**src/rtl/fp16_acc_pkg.sv**
```systemverilog
// Shared fp16 definitions: field widths, special encodings and the
// accumulator state enum used by the fp16_acc block.
package fp16_acc_pkg;

    localparam int EXP_W  = 5;
    localparam int MANT_W = 10;
    localparam int FP_W   = 1 + EXP_W + MANT_W;

    localparam logic [FP_W-1:0] POS_ZERO = 16'h0000;
    localparam logic [FP_W-1:0] POS_INF  = 16'h7C00;
    localparam logic [FP_W-1:0] NEG_INF  = 16'hFC00;
    localparam logic [FP_W-1:0] QNAN     = 16'h7E00;

    typedef enum logic {
        ACC = 1'b0,
        OUT = 1'b1
    } state_e;

endpackage

```
**src/rtl/fp16_acc_fp16add.sv**
```systemverilog
// Combinational fp16 adder: round-to-nearest-even, denormals flushed to
// signed zero, Inf/NaN propagation (canonical qNaN), overflow to Inf.
module fp16add
    import fp16_acc_pkg::*;
(
    input  logic [FP_W-1:0] i_a,
    input  logic [FP_W-1:0] i_b,
    output logic [FP_W-1:0] o_res
);
    // Wide enough to hold the larger significand shifted by any exponent gap,
    // so the add/sub itself is exact and only the final rounding loses bits.
    localparam int SW = 42;
    localparam int PW = 6;

    function automatic logic [MANT_W:0] rne_frac(input logic [SW-1:0] nrm);
        logic [MANT_W-1:0] frac;
        logic              guard;
        logic              sticky;
        frac   = nrm[SW-2 -: MANT_W];
        guard  = nrm[SW-2-MANT_W];
        sticky = |nrm[SW-3-MANT_W:0];
        return {1'b0, frac} + {{MANT_W{1'b0}}, guard & (sticky | frac[0])};
    endfunction

    logic              sa, sb, sx;
    logic [EXP_W-1:0]  ea, eb, ex, ey, d;
    logic [MANT_W-1:0] ma, mb, mx, my, mo;
    logic              a_zero, b_zero, a_inf, b_inf, a_nan, b_nan, carry;
    logic [SW-1:0]     xv, yv, s, norm;
    logic [PW-1:0]     p;
    logic signed [7:0] be;

    assign sa = i_a[FP_W-1];
    assign ea = i_a[FP_W-2 -: EXP_W];
    assign ma = i_a[MANT_W-1:0];
    assign sb = i_b[FP_W-1];
    assign eb = i_b[FP_W-2 -: EXP_W];
    assign mb = i_b[MANT_W-1:0];

    assign a_zero = (ea == '0);
    assign b_zero = (eb == '0);
    assign a_inf  = (ea == '1) && (ma == '0);
    assign b_inf  = (eb == '1) && (mb == '0);
    assign a_nan  = (ea == '1) && (ma != '0);
    assign b_nan  = (eb == '1) && (mb != '0);

    always_comb begin
        if ({eb, mb} > {ea, ma}) begin
            sx = sb; ex = eb; mx = mb; ey = ea; my = ma;
        end else begin
            sx = sa; ex = ea; mx = ma; ey = eb; my = mb;
        end
        d  = ex - ey;
        xv = {{(SW-MANT_W-1){1'b0}}, 1'b1, mx} << d;
        yv = {{(SW-MANT_W-1){1'b0}}, 1'b1, my};
        s  = (sa == sb) ? xv + yv : xv - yv;
        p  = '0;
        for (int i = 0; i < SW; i++) begin
            if (s[i]) p = PW'(i);
        end
        norm        = s << (PW'(SW - 1) - p);
        {carry, mo} = rne_frac(norm);
        be = $signed({3'b000, ey}) + $signed({2'b00, p}) - 8'sd10
             + (carry ? 8'sd1 : 8'sd0);

        if (a_nan || b_nan)        o_res = QNAN;
        else if (a_inf && b_inf)   o_res = (sa == sb) ? i_a : QNAN;
        else if (a_inf)            o_res = i_a;
        else if (b_inf)            o_res = i_b;
        else if (a_zero && b_zero) o_res = {sa & sb, {(FP_W-1){1'b0}}};
        else if (a_zero)           o_res = i_b;
        else if (b_zero)           o_res = i_a;
        else if (!norm[SW-1])      o_res = POS_ZERO;
        else if (be <= 8'sd0)      o_res = {sx, {(FP_W-1){1'b0}}};
        else if (be >= 8'sd31)     o_res = sx ? NEG_INF : POS_INF;
        else                       o_res = {sx, be[EXP_W-1:0], mo};
    end

endmodule

```
**src/rtl/fp16_acc.sv**
```systemverilog
// Packet accumulator: sums fp16 beats of a packet with a valid/ready
// handshake on both sides and presents the sum plus a saturating beat count.
module fp16_acc
    import fp16_acc_pkg::*;
#(
    parameter int CNT_W = 8
) (
    input  logic             clk,
    input  logic             rst,
    input  logic             i_valid,
    output logic             o_ready,
    input  logic [15:0]      i_data,
    input  logic             i_last,
    output logic             o_valid,
    input  logic             i_ready,
    output logic [15:0]      o_sum,
    output logic [CNT_W-1:0] o_count
);
    function automatic logic [CNT_W-1:0] sat_inc(input logic [CNT_W-1:0] c);
        return (&c) ? c : c + CNT_W'(1);
    endfunction

    state_e            state_q;
    logic [FP_W-1:0]   acc_q, acc_d, add_res;
    logic [CNT_W-1:0]  cnt_q, cnt_d;
    logic              first_q, rdy_q, vld_q;

    fp16add u_add (
        .i_a   (acc_q),
        .i_b   (i_data),
        .o_res (add_res)
    );

    always_comb begin
        acc_d = first_q ? i_data : add_res;
        cnt_d = sat_inc(cnt_q);
    end

    // Handshake flags are registered alongside the state so no output
    // depends combinationally on the inputs.
    always_ff @(posedge clk) begin
        if (rst) begin
            state_q <= ACC;
            acc_q   <= POS_ZERO;
            cnt_q   <= '0;
            first_q <= 1'b1;
            rdy_q   <= 1'b0;
            vld_q   <= 1'b0;
        end else begin
            case (state_q)
                ACC: begin
                    rdy_q <= 1'b1;
                    if (i_valid && rdy_q) begin
                        acc_q   <= acc_d;
                        cnt_q   <= cnt_d;
                        first_q <= 1'b0;
                        if (i_last) begin
                            state_q <= OUT;
                            rdy_q   <= 1'b0;
                            vld_q   <= 1'b1;
                        end
                    end
                end
                OUT: begin
                    if (i_ready) begin
                        state_q <= ACC;
                        rdy_q   <= 1'b1;
                        vld_q   <= 1'b0;
                        cnt_q   <= '0;
                        first_q <= 1'b1;
                    end
                end
            endcase
        end
    end

    assign o_ready = rdy_q;
    assign o_valid = vld_q;
    assign o_sum   = acc_q;
    assign o_count = cnt_q;

endmodule

```
**config.mk**
```make
export PLATFORM = sky130hd
export DESIGN_NAME = fp16_acc
export DESIGN_NICKNAME = d
export VERILOG_FILES = /design/src/rtl/fp16_acc_pkg.sv /design/src/rtl/fp16_acc_fp16add.sv /design/src/rtl/fp16_acc.sv
export SDC_FILE = /design/constraint.sdc
export NUM_CORES = 1
export LEC_CHECK = 0
export BUFFER_PORTS_ARGS = -buffer_cell sky130_fd_sc_hd__buf_2
export CAP_MARGIN = 20
export CORE_UTILIZATION = 65
export CTS_CLUSTER_SIZE = 8
export DETAILED_ROUTE_END_ITERATION = 10
export PLACE_DENSITY = 0.81
export SLEW_MARGIN = 0
export SYNTH_ARGS = -nofsm -noshare
export SYNTH_HDL_FRONTEND = slang
export SYNTH_SLANG_ARGS = --single-unit
```
**constraint.sdc**
```tcl
create_clock -name clk -period 46.4 [get_ports clk]
set_input_delay 9.28 -clock clk [delete_from_list [all_inputs] [get_ports clk]]
set_output_delay 9.28 -clock clk [all_outputs]
set_load 0.1 [all_outputs]
```
-- Yosys cells after proc, flatten, opt, wreduce, memory -nomap -nowiden
Index checks and enable logic that the tools add are counted.
- add/sub/neg operators: 9
- $mul: 0
- divide/modulo/power cells: 0
- magnitude comparators: 3
- eq/ne operators: 10
- shifts and indexed selects: 2
- multiplexer cells: 79
- bitwise gates (word level): 4
- reductions and logical operators: 20
- operator list (cell ; number):
    2-to-1 mux 16 bit ; 13
    2-to-1 mux 5 bit ; 18
    2-to-1 mux 6 bit ; 10
    adder 42 x 11 -> 42 bit ; 1
    2-to-1 mux 42 bit ; 1
    << shifter 11 x 5 -> 42 bit ; 1
    << shifter 42 x 6 -> 42 bit ; 1
    subtractor 42 x 11 -> 42 bit ; 1
    2-to-1 mux 4 bit ; 8
    OR reduction 30 bit ; 1
    2-to-1 mux 8 bit ; 3
    logical NOT 10 bit ; 2
    2-to-1 mux 10 bit ; 2
    nonzero test 10 bit ; 2
    one-hot mux 8 bit (2 select lines) ; 1
    > comparator 15 bit ; 1
    2-to-1 mux 1 bit ; 13
    2-to-1 mux 3 bit ; 4
    adder 10 x 1 -> 11 bit ; 1
    == test 5 bit (second input constant) ; 2
    logical NOT 5 bit ; 2
    adder 8 x 1 -> 8 bit (second input constant) ; 1
    adder 8 bit ; 1
    >= comparator 8 x 6 -> 1 bit (second input constant) ; 1
    20 further kinds ; 36
- register bits after elaboration: 28
- latch bits: 0
- memory bits (writable): 0
- ROM bits: 0
- word-level logic and storage cells: 133
- memories: 0

-- Logic depth before layout (Yosys ltp)
Gate-level depths: netlist (run 1).
- word-level depth: 67
- gate-level depth with buffers: 70
- depth with buffers taken out: 57

-- Hierarchy
Synthesis (run 1) repeated with hierarchy kept, for this count alone.
- cells, all modules: 1515
- area, all modules: 10913.0 sq um
- by module, submodules not included (module ; instances ; cells each ; area each (sq um)):
    fp16add ; 1 ; 1371 ; 9570.4
    fp16_acc ; 1 ; 144 ; 1342.5

-- Worst setup path before layout (run 1)
Ideal clock, no wire load.
- path kind: input -> register
- start point: input i_data[12]
- end point: register acc_q[6] (netlist: o_sum[6])
- setup time: 0.103 ns
- arrival: 22.241 ns
- required time: 46.297 ns
- setup slack: 24.055 ns
- stages on the path: 64
- path buffers: 12
- cell sequence: ha_1 buf_6 a211oi_2 o21bai_2 a2111oi_4 a21o_1 buf_1 clkbuf_1 a22oi_1 ha_1 a211oi_4 o221ai_1 xor2_1 clkbuf_1 nor3b_1 ha_1 fa_1 a211oi_2 [... 28 more ...] nand2_2 nor3b_1 ha_1 inv_1 ha_1 and2_1 a21boi_0 nand3_1 a31oi_1 o31ai_1 inv_1 nor2_1 and3_1 buf_2 and2_1 buf_2 o211ai_1 a2111oi_2
- word-level cells in the longest chain between the ends: 67
- elaborated cells on any way between the ends: 85
- ends and longest elaborated chain (element ; line ; text):
    start, declared ; fp16_acc.sv:12 ; input logic [15:0] i_data,
    > comparator 15 bit ; fp16_acc_fp16add.sv:48 ; if ({eb, mb} > {ea, ma}) begin
    2-to-1 mux 5 bit ; fp16_acc_fp16add.sv:48 ;
    subtractor 5 bit ; fp16_acc_fp16add.sv:53 ; d = ex - ey;
    << shifter 11 x 5 -> 42 bit ; fp16_acc_fp16add.sv:54 ; xv = {{(SW-MANT_W-1){1'b0}}, 1'b1, mx} << d;
    subtractor 42 x 11 -> 42 bit or adder 42 x 11 -> 42 bit (tied branches) ; fp16_acc_fp16add.sv:56 ; s = (sa == sb) ? xv + yv : xv - yv;
    2-to-1 mux 42 bit ; fp16_acc_fp16add.sv:56 ;
    2-to-1 mux 1 bit ; fp16_acc_fp16add.sv:59 ; if (s[i]) p = PW'(i);
    2-to-1 mux 2 bit (2 in series) ; fp16_acc_fp16add.sv:59 ;
    [... 50 more ...] ; - ;
    2-to-1 mux 16 bit ; fp16_acc_fp16add.sv:72 ; else if (b_zero) o_res = i_a;
    2-to-1 mux 16 bit ; fp16_acc_fp16add.sv:71 ; else if (a_zero) o_res = i_b;
    2-to-1 mux 16 bit ; fp16_acc_fp16add.sv:70 ; else if (a_zero && b_zero) o_res = {sa & sb, {(FP_W-1){1'b0}}};
    2-to-1 mux 16 bit ; fp16_acc_fp16add.sv:69 ; else if (b_inf) o_res = i_b;
    2-to-1 mux 16 bit ; fp16_acc_fp16add.sv:68 ; else if (a_inf) o_res = i_a;
    2-to-1 mux 16 bit ; fp16_acc_fp16add.sv:67 ; else if (a_inf && b_inf) o_res = (sa == sb) ? i_a : QNAN;
    2-to-1 mux 16 bit ; fp16_acc_fp16add.sv:66 ; if (a_nan || b_nan) o_res = QNAN;
    2-to-1 mux 16 bit ; fp16_acc.sv:35 ; acc_d = first_q ? i_data : add_res;
    end signal, assigned ; fp16_acc.sv:44 ; acc_q <= POS_ZERO;
    end signal, assigned ; fp16_acc.sv:54 ; acc_q <= acc_d;
    end, declared ; fp16_acc.sv:24 ; logic [FP_W-1:0] acc_q, acc_d, add_res;
Several ways; a longest one is shown, not always the timed one. The select of a mux whose other input is x is not followed.
A chain may end at the register's enable or synchronous reset.

-- Worst setup path after layout (run 1)
- start point: input i_data[10]
- end point: register acc_q[6] (netlist: o_sum[6])
The elaborated chain is that of the path after synthesis.

==> results of run 1 <==
## stage by stage
| step | hold WS (ns) | setup WS (ns) |
|---|---|---|
| after global placement | 0.438 | 22.66 |
| after detailed placement | 0.448 | 22.14 |
| final | 0.470 | 21.90 |
| after floorplan | 0.516 | 24.06 |
| after global routing | 0.528 | 20.75 |
| after CTS | 0.465 | 22.35 |
## state kept, by name (all words and copies together) (netlist names)
register / flops
o_ready: 1
state_q: 1
o_valid: 1
o_count: 8
first_q: 1
o_sum: 16
## kinds of logic after synthesis
group | after synthesis
buffers and inverters | 137
XOR/XNOR | 45
flip-flops | 28
AO/OA/AOI/OAI | 553
adder cells (fa/ha/maj) | 71
multiplexers | 130
AND/OR/NAND/NOR | 592
## worst reg2reg max path, delay by kind of cell (launching register included)
family	cells	cell delay, ns
xor gates and xnor gates	2	1.31
buffers and inverters	9	2.36
AOI/OAI and AO/OA	20	5.31
muxes	4	1.14
adders and majority gates	7	2.52
DFF	1	0.50
and+or+nand+nor	13	2.76
## cell usage after synthesis, drive strengths merged (15+ instances only)
library cell	instances	area (um2)
ha	69	863
o22ai	23	144
buf	36	206
clkbuf	44	165
dfxtp	28	561
o211ai	31	248
nand3	57	290
a21oi	132	679
nor2	160	601
or3	18	113
a2111oi	20	277
nor3	37	190
nand4	16	100
nor4	15	93.8
mux2	21	244
mux2i	96	965
a21o	31	233
or2	19	119
nor2b	22	138
nand2	136	513
nand2b	20	125
o21a	17	128
xnor2	30	270
and2	29	181
xor2	15	139
and3	17	106
a211oi	49	435
inv	57	216
o21ai	96	480
## metal layers
layer	wire length [um]	vias up
met5	0	-
met4	2110	0
met3	4230	175
met2	18100	865
met1	16000	6047
li1	-	5965
## layout make-up
type,count,share of cell area [%]
multi-input cells,1391,86.8
well taps,220,2.43
clock buffers,3,0.662
flip-flops and latches,28,4.95
repair buffers,60,3.00
clock inverters,1,0.265
inverters,57,1.91
## final timing paths
| kind | to | start | slack (ns) |
|---|---|---|---|
| worst min register to register | o_valid | o_valid | 0.47 |
| worst max register to register | o_sum[6] | o_sum[10] | 30.42 |
| worst min-delay path | o_valid | o_valid | 0.47 |
| worst max-delay path | o_sum[6] | i_data[10] | 21.90 |
==> impl_results.md, run 1 <==
- Hold Path Class: reg2reg
- Number of nets in the synthesized netlist: 1648
- Post-synthesis xor/xnor area fraction: 3.73%
- Fraction of final layout cells with drive strength greater than 1: 10.9%
- Number of antenna violations at the first check in global routing: 0
- Number of instances in the synthesized netlist: 1556
- Cell area after placement: 0.0112 mm2
- Final hold vios: 0
- Global-route track usage on met3: 6.19%
- Area fraction in and, or, nand and nor cells after synthesis: 26.9%
- Share of async-settable or async-resettable flops after synthesis: 0%
- GRT Residual Overflow: 0
- Instance count along the most critical hold path: 2
- Worst path top cell family by delay: compound AO/OA/AOI/OAI gates
- Detailed Route Iter0 Violations: 1817
- Routability congestion estimate from global placement: 1.06
- Area overhead of the layout relative to synthesis: 3.33%
- Pre-Repair DR Iteration Count: 8
- I/O Pins: 47
- Final standard cell utilization of the core: 68.6%
- Insertion delay of the later-clocked pin in the worst-skew pair: 0.27 ns
- Storage cell area: 561 um2
- Total of max-cap violations: 0
- Remaining max-slew budget at the tightest pin: 32.3%
- Number of buffers added by the clock tree synthesis step: 3
- Outcome: finished clean
- Post-Synth Adder-Cell Area: 8.24%
- Transition at the pin with the smallest max-transition slack: 1.01 ns
- Mean post-synth cell area: 7.05 um2
- Cell at the root of the clock tree: sky130_fd_sc_hd__clkbuf_16
- Global-route wire length before repair: 64.2 mm
- Routing layer with the top usage in global route: met2
- Compound-cell area share of the yosys netlist: 36.9%
- Cell depth of the worst setup path: 55
- Vias: 13052
- Layout net count: 1633
- Routed Wire Length: 40.4 mm
- Cell total after placement: 1753
- Critical Path Start Type: input port
- Slowest stage cell on the critical path: sky130_fd_sc_hd__xnor2_2
- CTS Sinks: 28
- Critical path required time: 46.57 ns
- Total count of max-transition violations in the final report: 0
- Critical setup path kind: in2reg
- Worst endpoint data arrival time: 24.67 ns
- Final Setup Violations: 0
- Die height: 132 um
- Max FO, Critical Path: 55
- Largest family of logic cells by synthesized area: compound AO/OA/AOI/OAI gates
- Initial cell density of the core: 66.4%
- Commonest non-fill, non-tap cell in the layout: sky130_fd_sc_hd__nor2_1
- Worst R2R Path Depth: 55
- Filler cell count: 1517
- Critical path capture point type: flop
- Number of global-route vias before repair: 12067
- TritonCTS clock tree: built
- DIE AREA: 0.0174 mm2
- Average wire per cell in the routed design: 23.0 um
- Non-Filler Cell Area, Final: 0.0113 mm2
- Buffer levels on the longest clock path: 2
- Pin count of the biggest net entering global routing: 56
- Part of the cycle the worst path needs: 52.8%
- Most used cells in the layout excluding fill and tap cells: sky130_fd_sc_hd__nor2_1, sky130_fd_sc_hd__nand2_1, sky130_fd_sc_hd__a21oi_1, sky130_fd_sc_hd__mux2i_1, sky130_fd_sc_hd__o21ai_0
- Number of hold buffers added after CTS: 0
- Shortest period the worst path allows: 24.50 ns
- DRC viols: 0
- GR Layer Usage met1: 58.7%
- Yosys warning count: 0
- Standard cell core area: 0.0165 mm2
- Unrepaired setup endpoints after global routing: false
- Buffers inserted during post-CTS setup optimization: 0
- Post-synthesis instance area: 0.0110 mm2
- Most prevalent standard cell on the critical path: sky130_fd_sc_hd__ha_1
- Total number of placement rows: 47
- Clk slew on worst S/H paths: 0.07 ns
- Maximum clock skew at final layout: 0.00641 ns
- Final setup TNS: 0 ns
- Part of the Yosys area used for sequential elements: 5.11%
- Ratio of routed vias to standard cells: 7.42
- Netlist cell types: 105
- Register bit total from synthesis: 28
- Maximum achievable frequency: 40.8 MHz
- Post-Layout Cell Count: 1760
- Width of the die: 132 um
- PortBufs: 46
- Count of H-tree levels built during CTS: 1
- Post-DP HPWL: 31.6 mm
- Max stage delay on crit path: 0.83 ns
- Buf+Inv Stages, Crit Path: 9
- Total GRT Usage: 45.3%
- Post-synthesis mux area share: 13.7%
- Flip-flop cell with the highest count after synthesis: sky130_fd_sc_hd__dfxtp_1
- Number of diodes: 0
- Met2 Use GR: 74.8%
- Number of flops mapped to enable cells by yosys: 0
- Multi-input gate area in the final layout: 0.00984 mm2
- Number of antenna-violating nets in the routed design: 0
- Count of cells resized by post-cts repair: 0
Power of run 1 is not shown: default switching activity piles up to over one toggle a cycle in this logic, so the estimate is an artifact.
==> run 2: changes to the inputs <==
--- a/config.mk
+++ b/config.mk
@@ -7,10 +7,10 @@
 export LEC_CHECK = 0
 export BUFFER_PORTS_ARGS = -buffer_cell sky130_fd_sc_hd__buf_2
 export CAP_MARGIN = 20
-export CORE_UTILIZATION = 65
+export CORE_UTILIZATION = 59
 export CTS_CLUSTER_SIZE = 8
 export DETAILED_ROUTE_END_ITERATION = 10
-export PLACE_DENSITY = 0.81
+export PLACE_DENSITY = 0.78
 export SLEW_MARGIN = 0
 export SYNTH_ARGS = -nofsm -noshare
 export SYNTH_HDL_FRONTEND = slang
==> constraint.sdc (replaced) <==
create_clock -name clk -period 21.5 [get_ports clk]
set_input_delay 4.3 -clock clk [delete_from_list [all_inputs] [get_ports clk]]
set_output_delay 4.3 -clock clk [all_outputs]
set_load 0.1 [all_outputs]
==> impl_results.md, run 2 (synthesis results as in run 1) <==
- Reg-to-reg critical path startpoint: o_sum[10]
- Outcome: finished clean
- Routability congestion estimate from global placement: 1.11 (+4.6%)
- Critical path required time: 21.67 ns (-24.90 ns)
- Insertion delay of the later-clocked pin in the worst-skew pair: 0.27 ns (about the same)
- Cell depth of the worst setup path: 52 (-5.5%)
- Maximum achievable frequency: 52.6 MHz
- Average wire per cell in the routed design: 23.5 um (+2.2%)
- Number of global-route vias before repair: 11787 (-2.3%)
- Count of H-tree levels built during CTS: 1 (unchanged)
- Die height: 138 um (+4.9%)
- Final hold vios: 0 (unchanged)
- Count of cells resized by post-cts repair: 0 (unchanged)
- Buffer levels on the longest clock path: 2 (unchanged)
- Destination of the worst register-to-register timing path: o_sum[6]
- Routed Wire Length: 41.6 mm (+2.9%)
- DRC viols: 0 (unchanged)
- Total count of max-transition violations in the final report: 0 (unchanged)
- Commonest non-fill, non-tap cell in the layout: sky130_fd_sc_hd__nor2_1
- Total GRT Usage: 42.0% (-3.3 points)
- Number of antenna-violating nets in the routed design: 0 (unchanged)
- Buf+Inv Stages, Crit Path: 6 (-3)
- TritonCTS clock tree: built
- Cell at the root of the clock tree: sky130_fd_sc_hd__clkbuf_16
- Most prevalent standard cell on the critical path: sky130_fd_sc_hd__ha_1
- CTS Sinks: 28 (unchanged)
- Worst R2R Path Depth: 52 (-5.5%)
- Part of the cycle the worst path needs: 88.4%
- PortBufs: 46 (unchanged)
- Final setup TNS: 0 ns (unchanged)
- Vias: 13096 (+0.34%)
- Number of antenna violations at the first check in global routing: 1 (+1)
- Width of the die: 138 um (+4.9%)
- Shortest period the worst path allows: 19.00 ns
- Fraction of final layout cells with drive strength greater than 1: 11.0% (+0.12 points)
- Clk slew on worst S/H paths: 0.07 ns (about the same)
- Worst path top cell family by delay: compound AO/OA/AOI/OAI gates
- Number of buffers added by the clock tree synthesis step: 3 (unchanged)
- Number of flip-flops under the largest register name: 16 (unchanged)
- Remaining max-slew budget at the tightest pin: 21.1% (-11 points)
- Hold Path Class: reg2reg
- End of the critical path: o_sum[6]
- Max FO, Critical Path: 22 (-60%)
- Detailed Route Iter0 Violations: 1911 (+5.2%)
- Cell area after placement: 0.0112 mm2 (+0.30%)
- Worst endpoint data arrival time: 19.17 ns (-5.50 ns)
- Standard cell core area: 0.0181 mm2 (+9.4%)
- Pin count of the biggest net entering global routing: 55 (-1.8%)
- Final Setup Violations: 0 (unchanged)
- Unrepaired setup endpoints after global routing: false
- Post-DP HPWL: 32.9 mm (+4.3%)
- Layout net count: 1635 (+0.12%)
- Slowest stage cell on the critical path: sky130_fd_sc_hd__a211oi_1
- Number of diodes: 0 (unchanged)
- Critical path capture point type: flop
- Buffers inserted during post-CTS setup optimization: 0 (unchanged)
- Total number of placement rows: 49 (+4.3%)
- Pre-Repair DR Iteration Count: 6 (-2)
- Global-route wire length before repair: 65.1 mm (+1.4%)
- Transition at the pin with the smallest max-transition slack: 1.18 ns (+0.166 ns)
- Number of hold buffers added after CTS: 0 (unchanged)
- Critical Path Start Type: input port
- Setup crit start: i_data[10]
- Maximum clock skew at final layout: 0.00550 ns (-0.000907 ns)
- Initial cell density of the core: 60.6% (-5.7 points)
- Critical setup path kind: in2reg
- DIE AREA: 0.0191 mm2 (+10%)
- I/O Pins: 47 (unchanged)
- Total of max-cap violations: 0 (unchanged)
- Ratio of routed vias to standard cells: 7.39 (-0.29%)
- Max stage delay on crit path: 0.89 ns (+0.06 ns)
- Most used cells in the layout excluding fill and tap cells: sky130_fd_sc_hd__nor2_1, sky130_fd_sc_hd__nand2_1, sky130_fd_sc_hd__a21oi_1, sky130_fd_sc_hd__mux2i_1, sky130_fd_sc_hd__o21ai_0
- Worst reg2reg setup slack: 6.03 ns (-24.39 ns)
- GRT Residual Overflow: 0 (unchanged)
- Area overhead of the layout relative to synthesis: 3.59%
- Non-Filler Cell Area, Final: 0.0114 mm2 (+0.25%)
==> run 2: cell count changes in the layout (fill, tap and decap cells not counted), sizes merged <==
| cell | delta |
|---|---|
| buf | +2 |
==> run 2: worst min-delay path: stages (launching register included) <==
cell	delay, ns
sky130_fd_sc_hd__dfxtp_1	0.32
sky130_fd_sc_hd__nand2_1	0.04
sky130_fd_sc_hd__o21ai_0	0.06
==> run 2: stage by stage <==
step,hold slack (ns),setup slack [ns],util [%],cells
after floorplan,0.516,4.14,-,1556
after global routing,0.492,1.74,62.8,1771
after global placement,0.435,3.29,62.1,1765
after CTS,0.463,3.15,62.7,1769
after detailed placement,0.446,2.93,62.1,1765
final,0.454,2.50,62.8,1771
==> run 2: cell type report <==
cell class | instances | area (um2)
clock buffer | 3 | 75.1
sequential | 28 | 561
inverter | 57 | 216
tap | 229 | 287
timing repair buffer | 62 | 358
fill | 1727 | 6720
multi-input combinational | 1391 | 9840
clock inverter | 1 | 30.0
==> run 2: how the worst min path moves through the flow <==
stage                    to  slack (ns)  cells after the start     from
floorplan           state_q        0.52                      2  state_q
global placement    o_valid        0.43                      2  o_valid
detailed placement  o_valid        0.45                      2  o_valid
CTS                 o_valid        0.46                      2  o_valid
global route        o_valid        0.49                      2  o_valid
finish              o_valid        0.45                      2  o_valid
==> run 2: metal layers <==
layer	part of all wire [%]	vias up	GRT usage (%)
li1	-	5977	-
met1	41	6035	59.1
met2	42	934	63.3
met3	13	148	9.04
met4	3.4	2	13.5
met5	0.029	-	0
Power of run 2 is left out for the same reason.
